File: config.mk
export PLATFORM = sky130hd
export DESIGN_NAME = nes_cpu_bus_flat
export DESIGN_NICKNAME = d
export VERILOG_FILES = /design/src/rtl/nes_bus_pkg.sv /design/src/rtl/nes_cpu_bus_if.sv /design/src/rtl/nes_pad_shift.sv /design/src/rtl/nes_cpu_bus.sv /design/src/flat_wrapper.sv
export SDC_FILE = /design/constraint.sdc
export NUM_CORES = 1
export LEC_CHECK = 0
export ABC_AREA = 1
export CORE_MARGIN = 10
export CORE_UTILIZATION = 43
export CTS_BUF_LIST = sky130_fd_sc_hd__clkbuf_2
export DETAILED_ROUTE_END_ITERATION = 6
export GPL_TIMING_DRIVEN = 0
export PLACE_DENSITY = 0.91
export SYNTH_ARGS = -nofsm -noshare
export SYNTH_HDL_FRONTEND = slang
export SYNTH_SLANG_ARGS = --single-unit
export TNS_END_PERCENT = 100
File: constraint.sdc
create_clock -name CLK -period 2.1 [get_ports CLK]
set_input_delay 0.315 -clock CLK [delete_from_list [all_inputs] [get_ports CLK]]
set_output_delay 0.315 -clock CLK [all_outputs]
set_load 0.05 [all_outputs]
File: src/rtl/nes_bus_pkg.sv
// Shared types and constants for the NES CPU-side bus decoder.
package nes_bus_pkg;

  typedef enum logic [1:0] {
    RGN_RAM,
    RGN_PAD,
    RGN_PRG,
    RGN_NONE
  } region_e;

  localparam int unsigned DEF_RAM_TOP  = 32'h0000_1FFF;
  localparam int unsigned DEF_PRG_BASE = 32'h0000_8000;
  localparam int unsigned DEF_PAD_BASE = 32'h0000_4016;

  // Pad read byte: bit 0 carries the serial data, bits 4:1 read as zero and
  // the upper bits come from the open-bus latch.
  localparam int PAD_D_BIT    = 0;
  localparam int PAD_ZERO_LSB = 1;
  localparam int PAD_OB_LSB   = 5;

endpackage

File: src/rtl/nes_cpu_bus_if.sv
// CPU data port, memory data/address and controller signals of the bus decoder.
interface nes_cpu_bus_if #(
  parameter int ADDR_W   = 16,
  parameter int DATA_W   = 8,
  parameter int RAM_AW   = 11,
  parameter int NUM_PADS = 2,
  parameter int PAD_BITS = 8
);
  logic [ADDR_W-1:0]            ADDR;
  logic                         CPU_RW;
  logic                         CPU_EN;
  logic [DATA_W-1:0]            CPU_DO;
  logic [DATA_W-1:0]            SYSRAM_Q;
  logic [DATA_W-1:0]            PRGROM_Q;
  logic [NUM_PADS*PAD_BITS-1:0] PAD_STATE;
  logic [DATA_W-1:0]            BUS_OUT;
  logic [RAM_AW-1:0]            SYSRAM_ADDR;
  logic                         SYSRAM_WE;
  logic [ADDR_W-2:0]            PRGROM_ADDR;
  logic                         PAD_STROBE;
  logic [DATA_W-1:0]            OPEN_BUS;

  modport master (
    output ADDR, CPU_RW, CPU_EN, CPU_DO, SYSRAM_Q, PRGROM_Q, PAD_STATE,
    input  BUS_OUT, SYSRAM_ADDR, SYSRAM_WE, PRGROM_ADDR, PAD_STROBE, OPEN_BUS
  );

  modport slave (
    input  ADDR, CPU_RW, CPU_EN, CPU_DO, SYSRAM_Q, PRGROM_Q, PAD_STATE,
    output BUS_OUT, SYSRAM_ADDR, SYSRAM_WE, PRGROM_ADDR, PAD_STROBE, OPEN_BUS
  );
endinterface

File: src/rtl/nes_pad_shift.sv
// One controller port: reloads from live buttons while strobed, otherwise
// shifts right on each completed read, back-filling with 1s.
module nes_pad_shift #(
  parameter int PAD_BITS = 8
) (
  input  logic                CLK,
  input  logic                RESET_N,
  input  logic                strobe,
  input  logic [PAD_BITS-1:0] live,
  input  logic                shift_en,
  output logic                rd_bit
);

  logic [PAD_BITS-1:0] sr_q;
  logic [PAD_BITS-1:0] sr_d;
  logic [PAD_BITS:0]   sr_ext;

  always_comb begin
    sr_ext = {1'b1, sr_q};
    sr_d   = sr_q;
    if (strobe) begin
      sr_d = live;
    end else if (shift_en) begin
      sr_d = sr_ext[PAD_BITS:1];
    end
  end

  assign rd_bit = strobe ? live[0] : sr_q[0];

  always_ff @(posedge CLK or negedge RESET_N) begin
    if (!RESET_N) begin
      sr_q <= '1;
    end else begin
      sr_q <= sr_d;
    end
  end

endmodule

File: src/rtl/nes_cpu_bus.sv
// CPU-side bus decoder: mirrored RAM, PRG ROM, serial controller ports and
// the open-bus latch that answers unmapped reads.
module nes_cpu_bus
  import nes_bus_pkg::*;
#(
  parameter int          ADDR_W   = 16,
  parameter int          DATA_W   = 8,
  parameter int          RAM_AW   = 11,
  parameter int unsigned RAM_TOP  = DEF_RAM_TOP,
  parameter int unsigned PRG_BASE = DEF_PRG_BASE,
  parameter int unsigned PAD_BASE = DEF_PAD_BASE,
  parameter int          NUM_PADS = 2,
  parameter int          PAD_BITS = 8
) (
  input logic          CLK,
  input logic          RESET_N,
  nes_cpu_bus_if.slave bus
);

  localparam int unsigned PAD_END = PAD_BASE + NUM_PADS;
  localparam int          PIDX_W  = (NUM_PADS > 1) ? $clog2(NUM_PADS) : 1;

  region_e             region;
  logic [31:0]         addr32;
  logic [31:0]         pad_off;
  logic [31:0]         prg_off;
  logic [PIDX_W-1:0]   pad_idx;
  logic                rd_en;
  logic                wr_en;
  logic                pad_d;
  logic [DATA_W-1:0]   pad_word;
  logic [DATA_W-1:0]   bus_out;
  logic [NUM_PADS-1:0] shift_en;
  logic [NUM_PADS-1:0] rd_bits;

  logic                strobe_q;
  logic                strobe_d;
  logic [DATA_W-1:0]   open_bus_q;
  logic [DATA_W-1:0]   open_bus_d;

  always_comb begin
    addr32  = 32'(bus.ADDR);
    pad_off = addr32 - PAD_BASE;
    prg_off = addr32 - PRG_BASE;
    pad_idx = pad_off[PIDX_W-1:0];
    rd_en   = bus.CPU_EN & bus.CPU_RW;
    wr_en   = bus.CPU_EN & ~bus.CPU_RW;

    if (addr32 <= RAM_TOP) begin
      region = RGN_RAM;
    end else if (addr32 >= PAD_BASE && addr32 < PAD_END) begin
      region = RGN_PAD;
    end else if (addr32 >= PRG_BASE) begin
      region = RGN_PRG;
    end else begin
      region = RGN_NONE;
    end

    pad_d    = 1'b1;
    shift_en = '0;
    for (int i = 0; i < NUM_PADS; i++) begin
      if (pad_idx == PIDX_W'(i)) begin
        pad_d       = rd_bits[i];
        shift_en[i] = rd_en & (region == RGN_PAD) & ~strobe_q;
      end
    end

    for (int b = 0; b < DATA_W; b++) begin
      if (b == PAD_D_BIT) begin
        pad_word[b] = pad_d;
      end else if (b >= PAD_ZERO_LSB && b < PAD_OB_LSB) begin
        pad_word[b] = 1'b0;
      end else begin
        pad_word[b] = open_bus_q[b];
      end
    end

    bus_out = bus.CPU_DO;
    if (rd_en) begin
      case (region)
        RGN_RAM: bus_out = bus.SYSRAM_Q;
        RGN_PAD: bus_out = pad_word;
        RGN_PRG: bus_out = bus.PRGROM_Q;
        default: bus_out = open_bus_q;
      endcase
    end

    // Only the strobe port itself is writable; the next address belongs to the APU.
    strobe_d = strobe_q;
    if (wr_en && addr32 == PAD_BASE) begin
      strobe_d = bus.CPU_DO[0];
    end

    open_bus_d = bus.CPU_EN ? bus_out : open_bus_q;
  end

  for (genvar i = 0; i < NUM_PADS; i++) begin : g_pad
    nes_pad_shift #(
      .PAD_BITS(PAD_BITS)
    ) u_pad (
      .CLK     (CLK),
      .RESET_N (RESET_N),
      .strobe  (strobe_q),
      .live    (bus.PAD_STATE[i*PAD_BITS +: PAD_BITS]),
      .shift_en(shift_en[i]),
      .rd_bit  (rd_bits[i])
    );
  end

  always_ff @(posedge CLK or negedge RESET_N) begin
    if (!RESET_N) begin
      strobe_q   <= 1'b0;
      open_bus_q <= '0;
    end else begin
      strobe_q   <= strobe_d;
      open_bus_q <= open_bus_d;
    end
  end

  assign bus.BUS_OUT     = bus_out;
  assign bus.SYSRAM_ADDR = bus.ADDR[RAM_AW-1:0];
  assign bus.SYSRAM_WE   = wr_en & (region == RGN_RAM);
  assign bus.PRGROM_ADDR = prg_off[ADDR_W-2:0];
  assign bus.PAD_STROBE  = strobe_q;
  assign bus.OPEN_BUS    = open_bus_q;

endmodule

File: src/flat_wrapper.sv
// flat-port wrapper written by rule: the top's interface ports become plain ports
module nes_cpu_bus_flat import nes_bus_pkg::*;
#(
  parameter int          ADDR_W   = 16,
  parameter int          DATA_W   = 8,
  parameter int          RAM_AW   = 11,
  parameter int unsigned RAM_TOP  = DEF_RAM_TOP,
  parameter int unsigned PRG_BASE = DEF_PRG_BASE,
  parameter int unsigned PAD_BASE = DEF_PAD_BASE,
  parameter int          NUM_PADS = 2,
  parameter int          PAD_BITS = 8
)
  (CLK, RESET_N, bus_ADDR, bus_CPU_RW, bus_CPU_EN, bus_CPU_DO, bus_SYSRAM_Q, bus_PRGROM_Q, bus_PAD_STATE, bus_BUS_OUT, bus_SYSRAM_ADDR, bus_SYSRAM_WE, bus_PRGROM_ADDR, bus_PAD_STROBE, bus_OPEN_BUS);
  nes_cpu_bus_if #(.ADDR_W(ADDR_W), .DATA_W(DATA_W), .RAM_AW(RAM_AW), .NUM_PADS(NUM_PADS), .PAD_BITS(PAD_BITS)) bus_i ();
  input logic CLK;
  input logic RESET_N;
  input wire logic [$bits(bus_i.ADDR)-1:0] bus_ADDR;
  input wire logic [$bits(bus_i.CPU_RW)-1:0] bus_CPU_RW;
  input wire logic [$bits(bus_i.CPU_EN)-1:0] bus_CPU_EN;
  input wire logic [$bits(bus_i.CPU_DO)-1:0] bus_CPU_DO;
  input wire logic [$bits(bus_i.SYSRAM_Q)-1:0] bus_SYSRAM_Q;
  input wire logic [$bits(bus_i.PRGROM_Q)-1:0] bus_PRGROM_Q;
  input wire logic [$bits(bus_i.PAD_STATE)-1:0] bus_PAD_STATE;
  output wire logic [$bits(bus_i.BUS_OUT)-1:0] bus_BUS_OUT;
  output wire logic [$bits(bus_i.SYSRAM_ADDR)-1:0] bus_SYSRAM_ADDR;
  output wire logic [$bits(bus_i.SYSRAM_WE)-1:0] bus_SYSRAM_WE;
  output wire logic [$bits(bus_i.PRGROM_ADDR)-1:0] bus_PRGROM_ADDR;
  output wire logic [$bits(bus_i.PAD_STROBE)-1:0] bus_PAD_STROBE;
  output wire logic [$bits(bus_i.OPEN_BUS)-1:0] bus_OPEN_BUS;
  assign bus_i.ADDR = bus_ADDR;
  assign bus_i.CPU_RW = bus_CPU_RW;
  assign bus_i.CPU_EN = bus_CPU_EN;
  assign bus_i.CPU_DO = bus_CPU_DO;
  assign bus_i.SYSRAM_Q = bus_SYSRAM_Q;
  assign bus_i.PRGROM_Q = bus_PRGROM_Q;
  assign bus_i.PAD_STATE = bus_PAD_STATE;
  assign bus_BUS_OUT = bus_i.BUS_OUT;
  assign bus_SYSRAM_ADDR = bus_i.SYSRAM_ADDR;
  assign bus_SYSRAM_WE = bus_i.SYSRAM_WE;
  assign bus_PRGROM_ADDR = bus_i.PRGROM_ADDR;
  assign bus_PAD_STROBE = bus_i.PAD_STROBE;
  assign bus_OPEN_BUS = bus_i.OPEN_BUS;
  nes_cpu_bus #(.ADDR_W(ADDR_W), .DATA_W(DATA_W), .RAM_AW(RAM_AW), .RAM_TOP(RAM_TOP), .PRG_BASE(PRG_BASE), .PAD_BASE(PAD_BASE), .NUM_PADS(NUM_PADS), .PAD_BITS(PAD_BITS)) u_core (.CLK(CLK), .RESET_N(RESET_N), .bus(bus_i));
endmodule
==> run metrics, run 1 <==
status=complete, but fails checks; violated checks=setup timing; Initial Util=0.440; Max-Cap Viols=0; crit path kind=primary input to output port; LEAKAGE=1.58 nW; die width=86.6 um; crit-path max FO=3; flops & latches, synth=25; Compound-Gate Fraction of Synth Area=0.113; dominant cell type by area after synthesis=dfstp_2; largest net degree at the start of global routing=26; # IOs=104; Via density=4.80; Syn Nets=338; Root Buffer=clkbuf_2; final wirelength=6430 um; initial drt markers=113; max-slew violations=0; number of flops mapped to enable cells by yosys=0; P per Cell Area=433 nW/um^2; setup TNS=-0.00825 ns; worst endpoint required time=1.78 ns; initial antenna violation count=0; hold_ws=0.371 ns; DR DRC count=0; core area=4320 sq um; Setup violations, final=1; Register-to-Register Path Depth=8; CP Capture Point=bus_BUS_OUT[0]; Clock Skew=0.0126 ns; post-synthesis sequential area ratio=0.339; met2 Use GR=0.274; crit share post-route=1.00; Synth area leaders=dfstp_2 22%, nand2_1 18%, dfrtp_1 12%; Port-buffer cells=102; Post-Synth Adder-Cell Area=0; Clock Sinks=25; met1 usage=0.194; grt met3 use=0.0366; routed length per instance=14.5 um; Num CTS Buffers=3; main combinational cell family by area after synthesis=simple AND/OR/NAND/NOR gates; layout cell share with drive strength beyond 1=0.263; cells after synthesis=278; Synth Cell Area=1900 sq um; CP Capture Type=output port; worst vdd ir=0.000321 V; Worst Setup SP=bus_ADDR[11]; worst-margin pin slew=1.11 ns; Die ar.=7490 sq um; Reg clk slew, reported paths=0.25 ns; Peak Freq=474 MHz; hold_buf cts=0; Post-Synth Simple-Gate Area=0.340; first-pass GRT wire length=9930 um; ys async rst share=1.00; Synth Flop Type=dfstp_2; capture point of the worst reg-to-reg path=u_core.g_pad[1].u_pad.sr_q[6]; Total Nets Final=453; vias in the first global route=2056; top cell type's share of synthesized area=0.221; Hold Crit Class=primary input to flip-flop; Final Wtd Congestion=0.851; min Tclk post-route=2.11 ns; number of antenna diodes=0; synthesized area per cell=6.85 sq um; Routed Antenna Nets=0; gr busiest metal=met2; Core Rows=24; Power Total=1.39 mW; post-synthesis mux area share=0; H-tree levels=1; GR Overflow Total=0; Max Root-Sink Buffers=2; Cell variety after synth=26; routed vias=2131; TritonCTS clock tree=yes; final hold vios=0; Skew-Pair Late Insertion Delay=0.37 ns; Syn. warnings=0; max_slew headroom=0.260; Area growth, synth to finish=68.3%; r2r setup slk=0.46 ns; RSZ-0062 raised after global routing=yes; hpwl dp=5060 um; most frequent cell after synthesis=nand2_1; Die Ht=86.6 um; Critical Path Start Type=primary input; 1st-pass router iterations=4; synth cell count leaders=90 x nand2_1, 38 x inv_1, 27 x buf_4; Final WS setup=-0.00825 ns; Total GRT Usage=0.160; Reg-to-Reg Start=u_core.bus.PAD_STROBE; xor/xnor share of the synthesized area=0; worst endpoint data arrival time=1.79 ns
critical path, stage by stage:
cell	delay [ns]
clkdlybuf4s50_1	0.42
nor2_1	0.10
nand2_1	0.10
buf_4	0.16
o21bai_4	0.16
nand4_1	0.11
nand3_1	0.10
nand2_1	0.07
nand2_2	0.11
buf_8	0.15
cell type report:
cell class	instances	area [sq um]
plain buffers	34	255
clock buffers	3	15.0
clock inverters	1	6.26
fillers	343	1120
inverters	39	154
multi-input cells	180	962
flip-flops and latches	25	646
well taps	52	65.1
repair buffers	110	1100
worst min path at each step:
stage / end / depth (start not counted) / slack, ns / from
after floorplan: u_core.bus.OPEN_BUS[0] / 0 / 0.02 / RESET_N
after global placement: u_core.g_pad[1].u_pad.sr_q[2] / 2 / 0.47 / u_core.g_pad[1].u_pad.sr_q[2]
after detailed placement: u_core.g_pad[1].u_pad.sr_q[7] / 2 / 0.47 / u_core.g_pad[1].u_pad.sr_q[7]
after CTS: u_core.bus.OPEN_BUS[6] / 5 / 0.41 / bus_ADDR[15]
after global routing: u_core.bus.OPEN_BUS[1] / 3 / 0.41 / bus_CPU_EN
final: u_core.bus.OPEN_BUS[1] / 3 / 0.37 / bus_CPU_EN
cell usage in the layout (no fill, tap or decap), types with 4 or more instances in the layout:
cell	instances
nand2_2	9
dlygate4sd2_1	7
buf_4	38
nand3_1	17
dlymetal6s2s_1	10
nor2_1	10
inv_1	34
o21ai_0	16
nand3_2	4
dfrtp_1	9
o21ai_1	8
dfstp_2	16
buf_6	6
nand4_1	10
clkdlybuf4s50_1	76
nand2_1	82
metrics by stage:
step / instance area, sq um / instances / utilization / setup slack (ns)
global route: 3200 / 444 / 0.741 / -0.112
CTS: 3100 / 442 / 0.717 / -0.0219
finish: 3200 / 444 / 0.741 / -0.00825
floorplan: 1900 / 278 / - / 0.101
detailed placement: 2990 / 432 / 0.692 / -0.942
global placement: 2990 / 432 / 0.692 / -0.938
registers in the layout, summed over array words and instances (netlist names):
| register | cells |
|---|---|
| u_core.g_pad.u_pad.sr_q | 16 |
| u_core.bus.OPEN_BUS | 8 |
| u_core.bus.PAD_STROBE | 1 |
power by group:
part           switching (mW)  total (mW)  internal, mW
combinational           0.379       0.653         0.275
sequential             0.0155       0.526         0.510
clock                   0.162       0.208        0.0464
layer usage:
metal  wire length, um  share of wire  up-vias
met4                85          0.013        0
met2              3210           0.50       74
met5                 0              0        -
met1              2660           0.41      971
met3               466          0.073        7
li1                  -              -     1079
logic make-up after synthesis:
kind of cell,count (synthesis)
buffers and inverters,73
AOI/OAI and AO/OA,35
and+or+nand+nor,145
DFF,25
repair_timing:
item,in CTS,in global routing
resized for setup,82,36
pin swaps,8,9
buffers inserted,6,2
endpoints found under the setup margin,14,17
No activity file was read; power rests on OpenSTA's default activity.
==> inputs of run 2 (changes only) <==
- ABC_CLOCK_PERIOD_IN_PS: default -> 2100
- SLEW_MARGIN: default -> 10
==> run metrics, run 2 (synthesized netlist as in run 1, its figures left out) <==
Peak Freq=474 MHz; Setup violations, final=1; commonest non-fill, non-tap cells in the layout=82 x nand2_1, 75 x clkdlybuf4s50_1, 38 x buf_4, 34 x inv_1, 17 x nand3_1; crit-path max FO=3; Area after DPL=2990 sq um; # IOs=104; Register-to-Register Path Depth=8; worst endpoint data arrival time=1.79 ns; TritonCTS clock tree=yes; largest net degree at the start of global routing=26; Initial Util=0.440; Top reg by flops=u_core.g_pad.u_pad.sr_q; layout cell share with drive strength beyond 1=0.265; routed vias=2138; crit path kind=primary input to output port; Max-Cap Viols=0; Sw Pwr=0.557 mW; Clock Sinks=25; die width=86.6 um; Total Nets Final=454; final core occ=0.742; Hold Crit Class=primary input to flip-flop; crit share post-route=1.00; Total GRT Usage=0.160; Reg power frac=0.379; 1st-pass router iterations=4; Via density=4.80; initial antenna violation count=0; CP Capture Type=output port; Routed Antenna Nets=0; worst-margin pin slew=0.567 ns; GR Overflow Total=0; Switching Fraction=0.401; Clock Skew=0.0240 ns; Critical Path Start Type=primary input; routed length per instance=14.4 um; number of antenna diodes=0; Die ar.=7490 sq um; combinational share of power=0.471; final std cells w/o fill=445; first-pass GRT wire length=9930 um; r2r setup slk=0.46 ns; Die Ht=86.6 um; vias in the first global route=2056; Reg clk slew, reported paths=0.24 ns; clock share of power=0.151; Hold EP=u_core.bus.OPEN_BUS[1]; capture point of the worst reg-to-reg path=u_core.g_pad[1].u_pad.sr_q[6]; placed cells=432; Core Rows=24; Final WS setup=-0.00977 ns; final hold vios=0; # fillers=342; Internal=0.831 mW; max reg flops=16; cell area after layout=3210 sq um; initial drt markers=125; DR DRC count=0; Num CTS Buffers=3; Hold Path Origin=bus_CPU_EN; min Tclk post-route=2.11 ns; setup TNS=-0.00977 ns; worst vdd ir=0.000318 V; Skew-Pair Late Insertion Delay=0.38 ns; violated checks=setup timing; RSZ-0062 raised after global routing=yes; worst endpoint required time=1.78 ns; P per Cell Area=433 nW/um^2; final wirelength=6430 um; Area growth, synth to finish=68.5%; status=complete, but fails checks; hpwl dp=5060 um; max_slew headroom=0.622; commonest non-fill, non-tap cell in the layout=nand2_1; LEAKAGE=1.59 nW; H-tree levels=1; hold depth=3; Root Buffer=clkbuf_2; core area=4320 sq um; Reg-to-Reg Start=u_core.bus.PAD_STROBE; Final Wtd Congestion=0.851; Port-buffer cells=102; Max Root-Sink Buffers=2; max-slew violations=0
## run 2: layer usage
| layer | part of all wire | track usage | vias up |
|---|---|---|---|
| li1 | - | - | 1082 |
| met1 | 0.42 | 0.194 | 970 |
| met2 | 0.50 | 0.274 | 79 |
| met3 | 0.072 | 0.0366 | 7 |
| met4 | 0.013 | 0.0471 | 0 |
| met5 | 0 | 0 | - |
## run 2: what timing repair did
action	CTS	global route
pin swaps	8	9
buffers inserted	6	2
hold endpoints to repair	0	9
setup endpoints to repair	14	17
gates resized for setup	82	36
hold buffers	0	1
## run 2: critical path: stages
cell             delay (ns)
clkdlybuf4s50_1        0.42
nor2_1                 0.10
nand2_1                0.10
buf_4                  0.16
o21bai_4               0.16
nand4_1                0.11
nand3_1                0.10
nand2_1                0.07
nand2_2                0.11
buf_8                  0.15
## run 2: stage by stage
step           hold WS [ns]  setup slack, ns  power [mW]
2_1_floorplan        0.0194            0.101       0.879
3_3_place_gp          0.467           -0.938        1.14
3_5_place_dp          0.469           -0.942        1.15
4_1_cts               0.411          -0.0219        1.37
5_1_grt               0.406           -0.112        1.45
6_report              0.378         -0.00977        1.39
## run 2: worst max path at each step
stage / start / to / cells after the start
6_report: bus_ADDR[11] / bus_BUS_OUT[0] / 10
2_1_floorplan: u_core.bus.PAD_STROBE / bus_BUS_OUT[0] / 9
4_1_cts: bus_ADDR[13] / bus_BUS_OUT[0] / 10
5_1_grt: u_core.bus.PAD_STROBE / bus_BUS_OUT[0] / 11
3_5_place_dp: bus_ADDR[14] / bus_BUS_OUT[0] / 10
3_3_place_gp: bus_ADDR[14] / bus_BUS_OUT[0] / 10
## run 2: layout make-up
type	instances	area (sq um)	share of cell area
buffer	34	255	0.0795
clock buffer	3	15.0	0.00468
clock inverter	1	6.26	0.00195
inverter	39	154	0.0480
multi-input combinational	180	962	0.300
sequential	25	646	0.201
tap	52	65.1	0.0203
timing repair buffer	111	1110	0.345
## run 2: power groups by stage
stage	clock network (mW)	registers (mW)	logic [mW]
global placement	0	0.530	0.613
finish	0.209	0.526	0.653
floorplan	0	0.590	0.288
detailed placement	0	0.531	0.619
global route	0.228	0.528	0.695
CTS	0.210	0.524	0.641
==> inputs of run 3 (changes only) <==
- CORE_UTILIZATION: 43 -> 50
- DONT_BUFFER_PORTS: default -> 1
- PLACE_DENSITY: 0.91 -> 0.68
- SYNTH_HIERARCHICAL: default -> 1
==> run metrics, run 3 <==
core area=3610 sq um; ys async rst share=1.00; most frequent cell after synthesis=nand2_1; placed cells=310; Port-buffer cells=0; synth cell count leaders=97 x nand2_1, 32 x nand3_1, 28 x buf_4; Die Ht=80.8 um; Max Used Layer=met4; Compound-Gate Fraction of Synth Area=0.0636; synthesized area per cell=7.05 sq um; Area growth, synth to finish=13.9%; met3 routed WL=433 um; main combinational cell family by area after synthesis=simple AND/OR/NAND/NOR gates; Max-Cap Viols=0; length of routed met2 wiring=2530 um; commonest non-fill, non-tap cell in the layout=nand2_1; routed length per instance=15.5 um; initial antenna violation count=0; Die ar.=6530 sq um; max_slew headroom=0.427; die width=80.8 um; worst-margin pin slew=0.854 ns; Worst path max stage delay=0.64 ns; flops & latches, synth=25; Met1 Wirelength=2000 um; Total Nets Final=336; Clock Skew=0.00254 ns; Final WS setup=-0.0302 ns; cell area after layout=2100 sq um; Num CTS Buffers=3; crit path kind=flip-flop to output port; min Tclk post-route=2.13 ns; H-tree levels=1; final hold vios=0; delay-heaviest family, CP=flip-flops; max-slew violations=0; worst endpoint data arrival time=1.82 ns; Syn. warnings=6; # IOs=104; violated checks=setup timing; Routed Antenna Nets=0; Initial Util=0.512; post-synthesis mux area share=0; DR DRC count=0; commonest non-fill, non-tap cells in the layout=89 x nand2_1, 35 x buf_4, 32 x nand3_1, 22 x inv_1; layout cell share with drive strength beyond 1=0.349; CP max-delay cell=dfrtp_4; xor/xnor share of the synthesized area=0; crit-path cells=buf_8 -> inv_8 -> nand2_2 -> nand2_2 -> nand2_1 -> nand2_1 -> nand3_1 -> nand3b_1 -> nand2_2 -> nand2_8; Synth Flop Type=dfstp_2; Peak Freq=469 MHz; CP Capture Type=output port; LEAKAGE=1.05 nW; worst endpoint required time=1.78 ns; status=complete, but fails checks; Post-Place Setup Slack=-0.114 ns; routed vias=1657; dominant cell type by area after synthesis=dfstp_2; Syn Nets=322; RSZ-0062 raised after global routing=yes; largest net degree at the start of global routing=26; cells after synthesis=262; Core Rows=22; Synth area leaders=dfstp_2 23%, nand2_1 20%, dfrtp_1 12%; max reg flops=16; crit-path most repeated cell=nand2_2; number of flops mapped to enable cells by yosys=0; Clock Sinks=25; final wirelength=5000 um; hpwl dp=3910 um; Max Root-Sink Buffers=2; crit-path max FO=5; final std cells w/o fill=323; Via density=5.13; GR Overflow Total=0; final core occ=0.584; Root Buffer=clkbuf_2; Hold Crit Class=primary input to flip-flop; Post-Synth Simple-Gate Area=0.383; setup TNS=-0.0302 ns; post-synthesis sequential area ratio=0.349; top cell type's share of synthesized area=0.227; Setup violations, final=1; number of antenna diodes=0; P per Cell Area=528 nW/um^2; Final Wtd Congestion=0.797; initial drt markers=77; Critical Path Start Type=flip-flop; Skew-Pair Late Insertion Delay=0.33 ns; Cell variety after synth=23; vias in the first global route=1686; Synth Cell Area=1850 sq um; # fillers=368; TritonCTS clock tree=yes; Post-Synth Adder-Cell Area=0; Reg clk slew, reported paths=0.22 ns; worst vdd ir=0.000249 V; 1st-pass router iterations=5; Top reg by flops=u_core/g_pad.u_pad/sr_q; CP Buf/Inv Count=2; Area after DPL=1910 sq um; Total GRT Usage=0.146; crit share post-route=1.01; first-pass GRT wire length=7860 um
run 3: cell families (layout without fill, tap and decap cells):
group,after synthesis,in the layout
buf+inv,61,74
simple gates,159,159
compound gates,17,17
flops,25,25
run 3: power breakdown:
part	total, mW	switching, mW	internal, mW
clock network	0.188	0.138	0.0503
logic	0.327	0.237	0.0901
registers	0.596	0.0844	0.511
run 3: through the flow:
step / hold WS, ns / power (mW)
floorplan: 0.0194 / 0.872
global placement: 0.0204 / 0.901
detailed placement: 0.0204 / 0.904
CTS: 0.0349 / 1.12
global route: 0.0231 / 1.17
finish: 0.0648 / 1.11
run 3: repair_timing:
item	CTS	global route
endpoints found under the hold margin	25	0
buffers inserted	6	1
pin swaps	6	6
hold buffers	2	0
resized for setup	15	14
endpoints found under the setup margin	4	8
run 3: metal layers:
layer  vias to the layer above  global-route usage
met4                         0              0.0433
met5                         -                   0
li1                        824                   -
met1                       768               0.165
met2                        63               0.253
met3                         2              0.0497
run 3: cell type report:
class	count	area, sq um	area share
Multi-Input combinational cell	176	885	0.420
Sequential cell	25	658	0.313
Buffer	34	278	0.132
Inverter	27	121	0.0577
Timing Repair Buffer	9	82.6	0.0392
Tap cell	48	60.1	0.0285
Clock buffer	4	20.0	0.00951
run 3: path summary, 6_finish.rpt:
path                                               start                            end  slack, ns  depth (start not counted)
setup reg to reg                   u_core/bus.PAD_STROBE         u_core/bus.OPEN_BUS[0]       0.43                         11
max in group asynchronous                        RESET_N  u_core/g_pad[1].u_pad/sr_q[6]       1.48                          2
min in group asynchronous                        RESET_N          u_core/bus.PAD_STROBE       0.39                          2
hold reg to reg            u_core/g_pad[0].u_pad/sr_q[7]  u_core/g_pad[0].u_pad/sr_q[7]       0.48                          2
setup / recovery                   u_core/bus.PAD_STROBE                 bus_BUS_OUT[0]      -0.03                         10
hold / removal                         bus_PAD_STATE[13]  u_core/g_pad[1].u_pad/sr_q[5]       0.06                          2
